`src/rtl/cpu_io_pkg.sv`:
```
`default_nettype none
// ============================================================================
// Module      : cpu_io_pkg
// Description : Shared types and constants for the multi-channel host I/O
//               decoder (FSM state encoding, synchroniser depth, counter
//               width helper).
// Revision    : 1.0 - initial release
// ============================================================================
package cpu_io_pkg;

  typedef enum logic [1:0] {
    IDLE = 2'd0,
    REQ  = 2'd1,
    ACKW = 2'd2,
    HOLD = 2'd3
  } io_state_t;

  // Number of flops in each strobe synchroniser.
  localparam int SYNC_STAGES = 2;

  // Width needed for a counter that must be able to hold the value 'timeout'.
  function automatic int timeout_cnt_w(input int timeout);
    return $clog2(timeout + 1);
  endfunction

endpackage
`default_nettype wire

```
`src/rtl/io_sync2.sv`:
```
`default_nettype none
// ============================================================================
// Module      : io_sync2
// Description : Multi-flop synchroniser for an asynchronous, active-low host
//               strobe. Resets to 1 (strobe inactive).
// Revision    : 1.0 - initial release
// ============================================================================
module io_sync2
  import cpu_io_pkg::*;
(
  input  logic clk,
  input  logic reset,
  input  logic d,
  output logic q
);

  logic [SYNC_STAGES-1:0] sync_q;
  logic [SYNC_STAGES-1:0] sync_d;

  // Shift the raw pin into the chain, oldest sample at the top.
  always_comb begin
    sync_d = {sync_q[SYNC_STAGES-2:0], d};
  end

  // Synchroniser flops; reset to the inactive (high) level.
  always_ff @(posedge clk) begin
    if (reset) begin
      sync_q <= '1;
    end else begin
      sync_q <= sync_d;
    end
  end

  assign q = sync_q[SYNC_STAGES-1];

endmodule
`default_nettype wire

```
`src/rtl/cpu_io_multi.sv`:
```
`default_nettype none
// ============================================================================
// Module      : cpu_io_multi
// Description : Host I/O bus decoder fanning out to NUM_CH register-mapped
//               peripheral channels with req/ack handshake and ack timeout.
//               Optional host WAIT generation is enabled by defining the
//               macro CPU_IO_WAIT_EN; otherwise wait_n is tied high.
// Revision    : 1.0 - initial release
// ============================================================================
module cpu_io_multi
  import cpu_io_pkg::*;
#(
  parameter int                  NUM_CH      = 4,
  parameter logic [NUM_CH*6-1:0] BASE_ADDRS  = {6'h26, 6'h27, 6'h28, 6'h29},
  parameter int                  ACK_TIMEOUT = 64,
  parameter logic [7:0]          IDLE_DATA   = 8'hFF
) (
  input  logic                clk,
  input  logic                reset,
  input  logic [5:0]          A,
  input  logic                rd_iorq_n,
  input  logic                wr_iorq_n,
  input  logic [7:0]          cd_in,
  output logic [7:0]          cd_out,
  output logic                cd_oe,
  output logic                cs_n,
  output logic [NUM_CH-1:0]   ch_req,
  output logic                ch_wr,
  output logic [7:0]          ch_wdata,
  input  logic [NUM_CH-1:0]   ch_ack,
  input  logic [NUM_CH*8-1:0] ch_rdata,
  output logic                err,
  output logic                wait_n
);

  localparam int              CNT_W       = timeout_cnt_w(ACK_TIMEOUT);
  localparam logic [CNT_W-1:0] TIMEOUT_VAL = CNT_W'(ACK_TIMEOUT);

  // Synchronised strobes (active low).
  logic w_rd_s;
  logic w_wr_s;

  io_sync2 u_sync_rd (
    .clk   (clk),
    .reset (reset),
    .d     (rd_iorq_n),
    .q     (w_rd_s)
  );

  io_sync2 u_sync_wr (
    .clk   (clk),
    .reset (reset),
    .d     (wr_iorq_n),
    .q     (w_wr_s)
  );

  // State and datapath registers.
  io_state_t              state_q,   state_d;
  logic [NUM_CH-1:0]      sel_q,     sel_d;
  logic                   wr_q,      wr_d;
  logic [7:0]             wdata_q,   wdata_d;
  logic [7:0]             cd_out_q,  cd_out_d;
  logic [CNT_W-1:0]       cnt_q,     cnt_d;
  logic                   rd_prev_q, rd_prev_d;
  logic                   wr_prev_q, wr_prev_d;
  logic [SYNC_STAGES-1:0] blank_q,   blank_d;

  logic              w_blank_done;
  logic              w_rd_fall;
  logic              w_wr_fall;
  logic              w_start;
  logic              w_found;
  logic [NUM_CH-1:0] w_match_sel;
  logic [7:0]        w_sel_rdata;
  logic              w_strobe_low;
  logic              w_ack_hit;

  // Edge detection. The synchroniser outputs a forced 'high' for the first
  // SYNC_STAGES cycles after reset; the previous-value flops are held low
  // until real pin samples arrive, so a strobe already low at reset release
  // never looks like a fresh falling edge.
  always_comb begin
    blank_d      = {blank_q[SYNC_STAGES-2:0], 1'b1};
    w_blank_done = blank_q[SYNC_STAGES-1];
    rd_prev_d    = w_blank_done ? w_rd_s : 1'b0;
    wr_prev_d    = w_blank_done ? w_wr_s : 1'b0;
    w_rd_fall    = rd_prev_q & ~w_rd_s;
    w_wr_fall    = wr_prev_q & ~w_wr_s;
  end

  // Address decode: one-hot select of the lowest-index matching channel.
  always_comb begin
    w_match_sel = '0;
    w_found     = 1'b0;
    for (int i = 0; i < NUM_CH; i++) begin
      if (!w_found && (A == BASE_ADDRS[i*6 +: 6])) begin
        w_match_sel[i] = 1'b1;
        w_found        = 1'b1;
      end
    end
  end

  // Read-data mux and ack filter for the channel owning the current access.
  always_comb begin
    w_sel_rdata = '0;
    for (int i = 0; i < NUM_CH; i++) begin
      w_sel_rdata = w_sel_rdata | (ch_rdata[i*8 +: 8] & {8{sel_q[i]}});
    end
    w_ack_hit    = |(ch_ack & sel_q);
    w_strobe_low = wr_q ? ~w_wr_s : ~w_rd_s;
    // Exactly one strobe falling while the other stays high, with a match.
    w_start      = ((w_rd_fall & w_wr_s) | (w_wr_fall & w_rd_s)) & w_found;
  end

  // Access FSM: next state, latched access attributes, timeout counter.
  always_comb begin
    state_d  = state_q;
    sel_d    = sel_q;
    wr_d     = wr_q;
    wdata_d  = wdata_q;
    cd_out_d = cd_out_q;
    cnt_d    = '0;
    err      = 1'b0;
    case (state_q)
      IDLE: begin
        if (w_start) begin
          sel_d   = w_match_sel;
          wr_d    = w_wr_fall;
          wdata_d = cd_in;
          state_d = REQ;
        end
      end
      REQ: begin
        if (w_ack_hit) begin
          if (!wr_q) cd_out_d = w_sel_rdata;
          state_d = HOLD;
        end else begin
          cnt_d   = CNT_W'(1);
          state_d = ACKW;
        end
      end
      ACKW: begin
        if (!w_strobe_low) begin
          // Host gave up; any ack arriving later lands in IDLE and is dropped.
          state_d = IDLE;
        end else if (w_ack_hit) begin
          if (!wr_q) cd_out_d = w_sel_rdata;
          state_d = HOLD;
        end else if (cnt_q == TIMEOUT_VAL) begin
          err = 1'b1;
          if (!wr_q) cd_out_d = IDLE_DATA;
          state_d = HOLD;
        end else begin
          cnt_d = cnt_q + CNT_W'(1);
        end
      end
      HOLD: begin
        if (!w_strobe_low) state_d = IDLE;
      end
      default: state_d = IDLE;
    endcase
  end

  // Bus-facing outputs decoded from the current state. The select and
  // output-enable drop in the same cycle the synchronised strobe returns high.
  always_comb begin
    ch_req = '0;
    cs_n   = 1'b1;
    cd_oe  = 1'b0;
    case (state_q)
      REQ: begin
        ch_req = sel_q;
        cs_n   = 1'b0;
      end
      ACKW: cs_n = ~w_strobe_low;
      HOLD: begin
        cs_n  = ~w_strobe_low;
        cd_oe = ~wr_q & w_strobe_low;
      end
      default: ;
    endcase
  end

  assign ch_wr    = wr_q;
  assign ch_wdata = wdata_q;
  assign cd_out   = cd_out_q;

`ifdef CPU_IO_WAIT_EN
  // Stall the host from request until ack or timeout.
  assign wait_n = ~((state_q == REQ) | (state_q == ACKW));
`else
  assign wait_n = 1'b1;
`endif

  // State and datapath registers with synchronous reset.
  always_ff @(posedge clk) begin
    if (reset) begin
      state_q   <= IDLE;
      sel_q     <= '0;
      wr_q      <= 1'b0;
      wdata_q   <= '0;
      cd_out_q  <= '0;
      cnt_q     <= '0;
      rd_prev_q <= 1'b0;
      wr_prev_q <= 1'b0;
      blank_q   <= '0;
    end else begin
      state_q   <= state_d;
      sel_q     <= sel_d;
      wr_q      <= wr_d;
      wdata_q   <= wdata_d;
      cd_out_q  <= cd_out_d;
      cnt_q     <= cnt_d;
      rd_prev_q <= rd_prev_d;
      wr_prev_q <= wr_prev_d;
      blank_q   <= blank_d;
    end
  end

endmodule
`default_nettype wire

```
`config.mk`:
```
export PLATFORM = sky130hd
export DESIGN_NAME = cpu_io_multi
export DESIGN_NICKNAME = d
export VERILOG_FILES = /design/src/rtl/cpu_io_pkg.sv /design/src/rtl/io_sync2.sv /design/src/rtl/cpu_io_multi.sv
export SDC_FILE = /design/constraint.sdc
export NUM_CORES = 1
export LEC_CHECK = 0
export CAP_MARGIN = 20
export CORE_MARGIN = 5
export CORE_UTILIZATION = 25
export CTS_BUF_LIST = sky130_fd_sc_hd__clkbuf_8
export CTS_CLUSTER_SIZE = 14
export DETAILED_ROUTE_END_ITERATION = 6
export PLACE_DENSITY = 0.52
export REMOVE_ABC_BUFFERS = 1
export SLEW_MARGIN = 40
export SYNTH_ARGS = -nofsm -noshare
export SYNTH_HDL_FRONTEND = slang
export SYNTH_SLANG_ARGS = --single-unit
```
`constraint.sdc`:
```
create_clock -name clk -period 3.4 [get_ports clk]
set_input_delay 0.34 -clock clk [delete_from_list [all_inputs] [get_ports clk]]
set_output_delay 0.34 -clock clk [all_outputs]
set_load 0.01 [all_outputs]
```
# After elaboration in Yosys (flattened, before gate mapping)
# Cells that the tools add are included.
classes:
  n_addsub: 1
  n_mul: 0
  div_mod_pow: 0
  n_lt_le_gt_ge: 0
  n_eq_ne: 15
  n_shift: 0
  mux: 35
  bitwise: 20
  n_reduce_logical: 14
ops:
  columns: ["cell", "n"]
  rows:
  - ["$mux W8", 6]
  - ["$and A8 B8 Y8", 4]
  - ["$eq A6 B6 Y1 const B", 4]
  - ["$or A8 B8 Y8", 3]
  - ["$mux W7", 3]
  - ["$mux W1", 16]
  - ["$pmux W8 S2", 1]
  - ["$pmux W7 S2", 1]
  - ["$mux W2", 5]
  - ["$ne A2 B2 Y1 const B", 4]
  - ["$pmux W2 S4", 1]
  - ["$add A7 B1 Y7 const B", 1]
  - ["$eq A7 B7 Y1 const B", 1]
  - ["$and A1 B1 Y1", 6]
  - ["$ne A3 B3 Y1 const B", 2]
  - ["$not A1 Y1", 5]
  - ["$reduce_and A5 Y1", 1]
  - ["$and A4 B4 Y4", 1]
  - ["$eq A2 B2 Y1 const B", 2]
  - ["$mux W4", 1]
  - ["$ne A4 B4 Y1 const B", 1]
  - ["$reduce_or A2 Y1", 2]
  - ["$reduce_or A4 Y1", 1]
  - ["$logic_and A1 B1 Y1", 3]
  - ["8 further kinds", 10]
word_totals:
  register_bits: 38
  latch_bits: 0
  mem_bits_rw: 0
  mem_bits_ro: 0
  inputBits: 54
  output_inout_bits: 25
  n_memories: 0

# Logic depth before layout (Yosys ltp)
# Gate-level depths: netlist of run 1.
depth:
  depth_word: 14
  mapped_depth: 7

# Hierarchy
# A second synthesis of run 1 with hierarchy kept.
hier_totals:
  hier_cells: 195
  area_unflattened_um2: 1839.3
by_module_without_submodules:
  columns: ["module", "instances", "cells_per_inst", "area_each_um2"]
  rows:
  - ["cpu_io_multi", 1, 187, 1734.2]
  - ["io_sync2", 2, 4, 52.6]

# Worst setup path after synthesis of run 1
# OpenSTA, ideal clock, no wires.
synth_timing:
  path_kind: "input to register"
  startpoint: "in A[1]"
  endpoint: "reg sel_q[1]"
  setup_time_ns: 0.071
  t_arrival_ns: 1.725
  t_required_ns: 3.329
  path_slack_ns: 1.605
  path_stages: 5
  n_path_buf: 0
  cell_sequence: "or3b_4 a221oi_2 nand3_2 or4_1 a21oi_1"
synth_between:
  elab_chain_len: 13
  word_cells_on_any_way: 17
synth_lines:
  columns: ["element", "line_no", "rtl"]
  rows:
  - ["start, declared", "cpu_io_multi.sv:20", "input logic [5:0] A,"]
  - ["$eq A6 B6 Y1", "cpu_io_multi.sv:96", "if (!w_found && (A == BASE_ADDRS[i*6 +: 6])) begin"]
  - ["$mux W1", "cpu_io_multi.sv:96", null]
  - ["$logic_not A1 Y1", "cpu_io_multi.sv:96", null]
  - ["$logic_and A1 B1 Y1", "cpu_io_multi.sv:96", null]
  - ["$mux W1", "cpu_io_multi.sv:96", null]
  - ["$logic_not A1 Y1", "cpu_io_multi.sv:96", null]
  - ["$logic_and A1 B1 Y1", "cpu_io_multi.sv:96", null]
  - ["$mux W1", "cpu_io_multi.sv:96", null]
  - ["$logic_not A1 Y1", "cpu_io_multi.sv:96", null]
  - ["$logic_and A1 B1 Y1", "cpu_io_multi.sv:96", null]
  - ["$mux W1", "cpu_io_multi.sv:96", null]
  - ["$and A1 B1 Y1", "cpu_io_multi.sv:112", "w_start = ((w_rd_fall & w_wr_s) | (w_wr_fall & w_rd_s)) & w_found;"]
  - ["$reduce_and A2 Y1 (no source line)", null, null]
  - ["end signal, assigned", "cpu_io_multi.sv:209", "sel_q <= sel_d;"]
  - ["end, declared", "cpu_io_multi.sv:59", "logic [NUM_CH-1:0] sel_q, sel_d;"]
# Parallel ways exist; a longest one is shown, timed or not.
# A chain may end at the register's enable or synchronous reset.

# Final worst setup path of run 1
layout_timing:
  startpoint: "reg wr_q, in the netlist ch_wr"
  endpoint: "out err"
layout_between:
  elab_chain_len: 3
layout_lines:
  columns: ["element", "line_no", "rtl"]
  rows:
  - ["start, declared", "cpu_io_multi.sv:60", "logic wr_q, wr_d;"]
  - ["start signal, assigned", "cpu_io_multi.sv:210", "wr_q <= wr_d;"]
  - ["$mux W1", "cpu_io_multi.sv:110", "w_strobe_low = wr_q ? ~w_wr_s : ~w_rd_s;"]
  - ["$mux W1", "cpu_io_multi.sv:143", "if (!w_strobe_low) begin"]
  - ["$mux W1", "cpu_io_multi.sv:124", "case (state_q)"]
  - ["end, declared", "cpu_io_multi.sv:32", "output logic err,"]
# Every way passes these cells.

==> impl_metrics.toml, run 1 <==
[floorplanning]
die-height_microns = 95.6
initial_utilization_pct = 25.5
chipWidth_microns = 95.6
die_area_sq_um = 9140
core_sq_um = 7180
rows = 31
io_pins = 79

[clock_network]
worstSkewPairLatency_ns = 0.29
ctsResizeCount = 0
htreeDepth = 2
cts.sinks = 38
clkTransAtPathRegs_ns = 0.08
clockBufferDepth = 2
cts_hold_buf = 0
numCtsBuffers = 5
cts_tree = "built"
post_cts_buffers = 0
root_buffer = "clkbuf_8"

[critical_path]
arrival_ns = 2.34
worst-path-max-fanout = 13
setup.worst_path.start = "ch_wr$_SDFFE_PP0P_"
critPathKind = "reg2out"
required_ns = 3.06
critPathLaunchType = "register"
setup.worst_path.end_class = "output port"
regToRegStartpoint = "ch_wr$_SDFFE_PP0P_"

[sta]
rsz0062_at_grt = "false"
final_max_slew_viol_count = 0
final-hold-violation-count = 0
relSlewSlack_pct = 49.5
worst_pin_slew_ns = 0.757
tns_ns = 0
period_share_pct = 78.9
setup_viol = 0
hold_ws_ns = 0.404
fmax_mhz = 373
period_minus_slack_ns = 2.68
finalClockSkew_ns = 0.0102

[global_route]
overflow = 0
grt_pass1_wl_mm = 8.71
grt_use_total_pct = 12.5
grt_max_degree = 29
first_global_vias = 1833
antenna_found_initial = 0

[placement]
io_buffers = 77
dpl_cell_area_sq_um = 2720
place.gp.congestion = 0.772
place_hpwl_mm = 4.16

[finish]
drive_gt1_share_pct = 7.83
n_antenna_cell = 0
fin_nets = 341
nFillCells = 745
final_core_util_pct = 39.2
layout-area-overhead-vs-synth_pct = 53.6
finalInstanceArea_sq_um = 2810

[routing]
drt_first_pass_iters = 4
drt_iter0_drc = 49
wire_per_inst_microns = 14.4
wirelength_mm = 5.49
drc = 0
vias = 1738
ant_nets = 0
vias_per_cell = 4.57

[logic_synthesis]
avgSynthCellArea_sq_um = 9.07
ys_warn_count = 0
synth.yosys.seq_area_share_pct = 41.5
ys_types = 43
synth-edff-count = 0
synth.largest_area_cell = "dfxtp_1"
yosysMostFrequentCell = "dfxtp_1"
ys_ff_latch = 38
syn-cell-area_sq_um = 1830
syn_inst = 202
synth_top_flop_cell = "dfxtp_1"
synthArstFlopShare_pct = 0
synth_area_leaders = "dfxtp_1 42%, mux2i_1 6.0%, nor2_1 4.9%, ha_1 4.8%, a22oi_1 4.1%"
synth_common_cells = "38 x dfxtp_1, 24 x nor2_1, 11 x mux2i_1, 11 x o21ai_0, 10 x a22oi_1"
synth_top_area_share_pct = 41.5

[worst_hold_path]
hp-start = "u_sync_rd.sync_q[0]$_SDFF_PP1_"
hp-class = "reg2reg"

[job]
maxCapViolCount = 0

[power_and_ir_drop]
ir_drop_mv = 0.154
total_power_uw = 972
power_leakage_nw = 1.05
powerDensity_nw_per_um2 = 346

[outcome]
status = "complete, no violations"
==> final timing paths <==
kind	cells after the start	end	slack [ns]
max	4	err	0.72
min	1	u_sync_rd.sync_q[1]$_SDFF_PP1_	0.40
max reg2reg	5	cd_out[6]$_SDFFE_PP0P_	1.12
min reg2reg	1	u_sync_rd.sync_q[1]$_SDFF_PP1_	0.40
==> report_power, final <==
| group | switching, mW | internal [mW] | total [mW] |
|---|---|---|---|
| registers | 0.00832 | 0.456 | 0.464 |
| logic | 0.0870 | 0.0999 | 0.187 |
| clock network | 0.158 | 0.163 | 0.321 |
| total | 0.253 | 0.718 | 0.972 |
==> registers in the layout (all words and copies together), names as in the netlist <==
signal and cells:
state_q 2, wr_prev_q 1, u_sync_wr.sync_q 2, ch_wdata 8, blank_q 2, ch_wr 1, cd_out 8, cnt_q 7
rd_prev_q 1, sel_q 4, u_sync_rd.sync_q 2
==> per-layer routing <==
metal / global-route usage, % / share of wire [%] / vias to the layer above
li1: - / - / 885
met1: 13.6 / 40 / 799
met2: 22.3 / 52 / 42
met3: 3.16 / 5.6 / 12
met4: 5.92 / 2.3 / 0
met5: 0 / 0 / -
==> layout by cell type (no fill, tap or decap), types with 2 or more instances in the layout <==
cell	synthesis	final
a22oi_1	10	10
a221oi_1	8	8
nand2_1	9	9
nor2b_1	2	2
nand3_1	4	4
o21ai_0	11	11
dfxtp_1	38	38
and3_1	3	3
nor3_1	2	2
ha_1	7	7
mux2i_1	11	11
clkbuf_8	0	6
clkdlybuf4s50_1	0	77
buf_4	1	5
inv_1	8	8
and2_1	5	5
nand2b_1	2	2
a21oi_1	6	6
xnor2_1	3	3
nor2_1	24	24
xor2_1	2	2
or4_1	3	3
or2_2	5	5
or3_1	2	2
a22o_1	8	8
==> critical path, stage by stage (launching register included) <==
cell and delay [ns]:
dfxtp_1 0.61, mux2i_1 0.55, nand2_1 0.14, nor3_1 0.17, clkdlybuf4s50_1 0.57
==> metrics by stage <==
stage,worst slack [ns],instances
4_1_cts,0.674,380
3_5_place_dp,0.768,372
5_1_grt,0.524,380
2_1_floorplan,1.40,191
6_report,0.719,380
3_3_place_gp,0.781,372
==> kinds of logic (layout without fill, tap and decap cells) <==
group | after synthesis | after routing | share of synthesized area [%]
AND/OR/NAND/NOR | 68 | 68 | 19.4
AO/OA/AOI/OAI | 52 | 52 | 20.9
flip-flops | 38 | 38 | 41.5
buffers and inverters | 19 | 98 | 4.17
multiplexers | 12 | 12 | 6.63
adder cells (fa/ha/maj) | 7 | 7 | 4.78
XOR/XNOR | 5 | 5 | 2.39
other | 1 | 1 | 0.205
==> layout make-up <==
type | count | area, sq um | share of cell area, %
Tap cell | 99 | 124 | 4.40
Clock buffer | 6 | 82.6 | 2.94
Clock inverter | 2 | 12.5 | 0.445
Inverter | 8 | 30.0 | 1.07
Sequential cell | 38 | 761 | 27.0
Multi-Input combinational cell | 145 | 995 | 35.4
Timing Repair Buffer | 82 | 808 | 28.7
Note: power is estimated with default switching activity, not from simulation.
==> run 2: changes to the inputs <==
- PLACE_DENSITY: 0.52 -> 0.54
- clock period: 3.4 -> 2.4 ns (I/O delays scaled with it)
==> run 2 against run 1 <==
Effect of this change:
- clock skew shrank 0.0058 ns
- design area rose by 0.76%
- clock power increased by 23%
- non-clock buffer count is 5 higher
- sequential power up 42%
- cell count rose by 1.1%
- register-to-register slack worse by 0.48 ns
- via count rose by 2.7%
- global-route usage fell by 0.34 points
- utilization up 0.30 points
- worst setup slack lost 0.37 ns
- critical path type unchanged
- critical endpoint is now cd_oe
- largest cell class unchanged
==> impl_metrics.toml, run 2 (synthesis gave the netlist of run 1 again) <==
[outcome]
status = "complete, no violations"

[clock_network]
clockBufferDepth = 2
numCtsBuffers = 5
cts.sinks = 38
worstSkewPairLatency_ns = 0.29
clkTransAtPathRegs_ns = 0.07
htreeDepth = 2
cts_tree = "built"
root_buffer = "clkbuf_8"

[routing]
ant_nets = 0
drt_first_pass_iters = 4
wirelength_mm = 5.43
wire_per_inst_microns = 14.1
drc = 0
vias = 1785
drt_iter0_drc = 50
vias_per_cell = 4.65

[power_and_ir_drop]
pwr-share-comb_pct = 20.8
p_clk_share_pct = 29.7
seq_power_share_pct = 49.5
ir_drop_mv = 0.254
p_switching_uw = 343
total_power_mw = 1.33
power.share.switching_pct = 25.8
powerDensity_nw_per_um2 = 469
power.internal_uw = 988
power_leakage_nw = 1.10

[critical_path]
crit_buf_inv = 1
critPathKind = "reg2out"
cp-endpoint = "cd_oe"
crit_family = "buffers and inverters"
slowest_stage = "clkdlybuf4s50_1"
setup.worst_path.start = "state_q[1]$_SDFFE_PP0P_"
r2r_cells = 6
r2r_slack_ns = 0.64
slowest_delay_ns = 0.59
critPathLaunchType = "register"
crit_path_cell_trace = "ha_1, nor3b_1, clkdlybuf4s50_1"
cp.depth = 3
reg2reg_to = "state_q[1]$_SDFFE_PP0P_"
regToRegStartpoint = "state_q[0]$_SDFFE_PP0P_"
setup.worst_path.end_class = "output port"
required_ns = 2.16
arrival_ns = 1.81
worst-path-max-fanout = 6

[floorplanning]
die-height_microns = 95.6
chipWidth_microns = 95.6
initial_utilization_pct = 25.5
io_pins = 79
die_area_sq_um = 9140
rows = 31
core_sq_um = 7180

[placement]
place_hpwl_mm = 4.20
placed_cells = 377
io_buffers = 77
place.gp.congestion = 0.771
pre_cts_ws_ns = 0.185

[global_route]
overflow = 0
antenna_found_initial = 0
grt_pass1_wl_mm = 8.51
grt_use_total_pct = 12.1
grt_max_degree = 28
first_global_vias = 1789

[finish]
layout-area-overhead-vs-synth_pct = 54.7
stdcell_count = 384
fin_nets = 346
drive_gt1_share_pct = 8.42
layout_common_cells = "76 x clkdlybuf4s50_1, 38 x dfxtp_1, 24 x nor2_1"
layout_commonest_cell = "clkdlybuf4s50_1"
nFillCells = 752
n_antenna_cell = 0

[sta]
period_share_pct = 85.6
final_max_slew_viol_count = 0
period_minus_slack_ns = 2.05
final-hold-violation-count = 0
setup_slack_ns = 0.346
tns_ns = 0
fmax_mhz = 487
finalClockSkew_ns = 0.00439
rsz0062_at_grt = "false"
setup_viol = 0

[worst_hold_path]
hp-class = "reg2reg"
hold_depth = 1

[job]
maxCapViolCount = 0
[run 2: changes by cell type in the layout (fill, tap and decap cells not counted), sizes merged]
cell           delta
buf               +5
clkbuf            -1
clkdlybuf4s50     -1
clkinv            -1
clkinvlp          -1
dlymetal6s2s      +1
inv               +2
[run 2: through the flow]
| step | hold WS, ns | utilization [%] | cell area (sq um) |
|---|---|---|---|
| 2_1_floorplan | 0.309 | - | 1790 |
| 3_3_place_gp | 0.392 | 38.4 | 2760 |
| 5_1_grt | 0.430 | 39.5 | 2830 |
| 6_report | 0.411 | 39.5 | 2830 |
| 4_1_cts | 0.416 | 39.5 | 2830 |
| 3_5_place_dp | 0.398 | 38.4 | 2760 |
[run 2: layout make-up]
type	count	area, sq um	share of cell area, %
inverters	8	30.0	1.06
well taps	99	124	4.37
clock inverters	2	7.51	0.265
multi-input cells	145	995	35.1
flip-flops and latches	38	761	26.8
clock buffers	5	68.8	2.43
repair buffers	87	848	29.9
[run 2: worst min-delay path by stage]
stage / slack (ns) / end / startpoint
final: 0.41 / u_sync_wr.sync_q[1]$_SDFF_PP1_ / u_sync_wr.sync_q[0]$_SDFF_PP1_
after global placement: 0.39 / u_sync_wr.sync_q[1]$_SDFF_PP1_ / u_sync_wr.sync_q[0]$_SDFF_PP1_
after detailed placement: 0.40 / u_sync_wr.sync_q[1]$_SDFF_PP1_ / u_sync_wr.sync_q[0]$_SDFF_PP1_
after global routing: 0.43 / u_sync_wr.sync_q[1]$_SDFF_PP1_ / u_sync_wr.sync_q[0]$_SDFF_PP1_
after CTS: 0.42 / u_sync_wr.sync_q[1]$_SDFF_PP1_ / u_sync_wr.sync_q[0]$_SDFF_PP1_
after floorplan: 0.31 / sel_q[0]$_SDFFE_PP0P_ / reset
[run 2: routing by layer]
metal / wire length, microns / track usage [%] / share of wire [%]
met1: 2160 / 13.5 / 40
met2: 2830 / 22.2 / 52
met3: 378 / 3.00 / 7.0
met4: 66 / 4.15 / 1.2
met5: 0 / 0 / 0
[run 2: worst reg2reg max path, cell delays in order, from the launching register on]
cell     delay [ns]
dfxtp_1        0.38
inv_1          0.11
ha_1           0.27
nand3_1        0.16
o21ai_0        0.15
or4_1          0.48
a21oi_1        0.13
[run 2: repair_timing]
action / in CTS / in global routing
setup endpoints to repair: 0 / 1
gates resized for setup: 0 / 1
buffers inserted: 0 / 0
hold endpoints to repair: 0 / 0
hold buffers: 0 / 0
[run 2: power by group through the flow]
stage               logic [mW]  clock network, mW  registers [mW]
floorplan                0.117                  0           0.670
finish                   0.277              0.396           0.658
CTS                      0.277              0.418           0.658
global route             0.301              0.447           0.660
global placement         0.273                  0           0.672
detailed placement       0.276                  0           0.672
==> run 3: changes to the inputs <==
- HOLD_SLACK_MARGIN: default -> 0.06
==> results of run 3 <==
Final layout, timing and power as in run 2 (identical DEF).
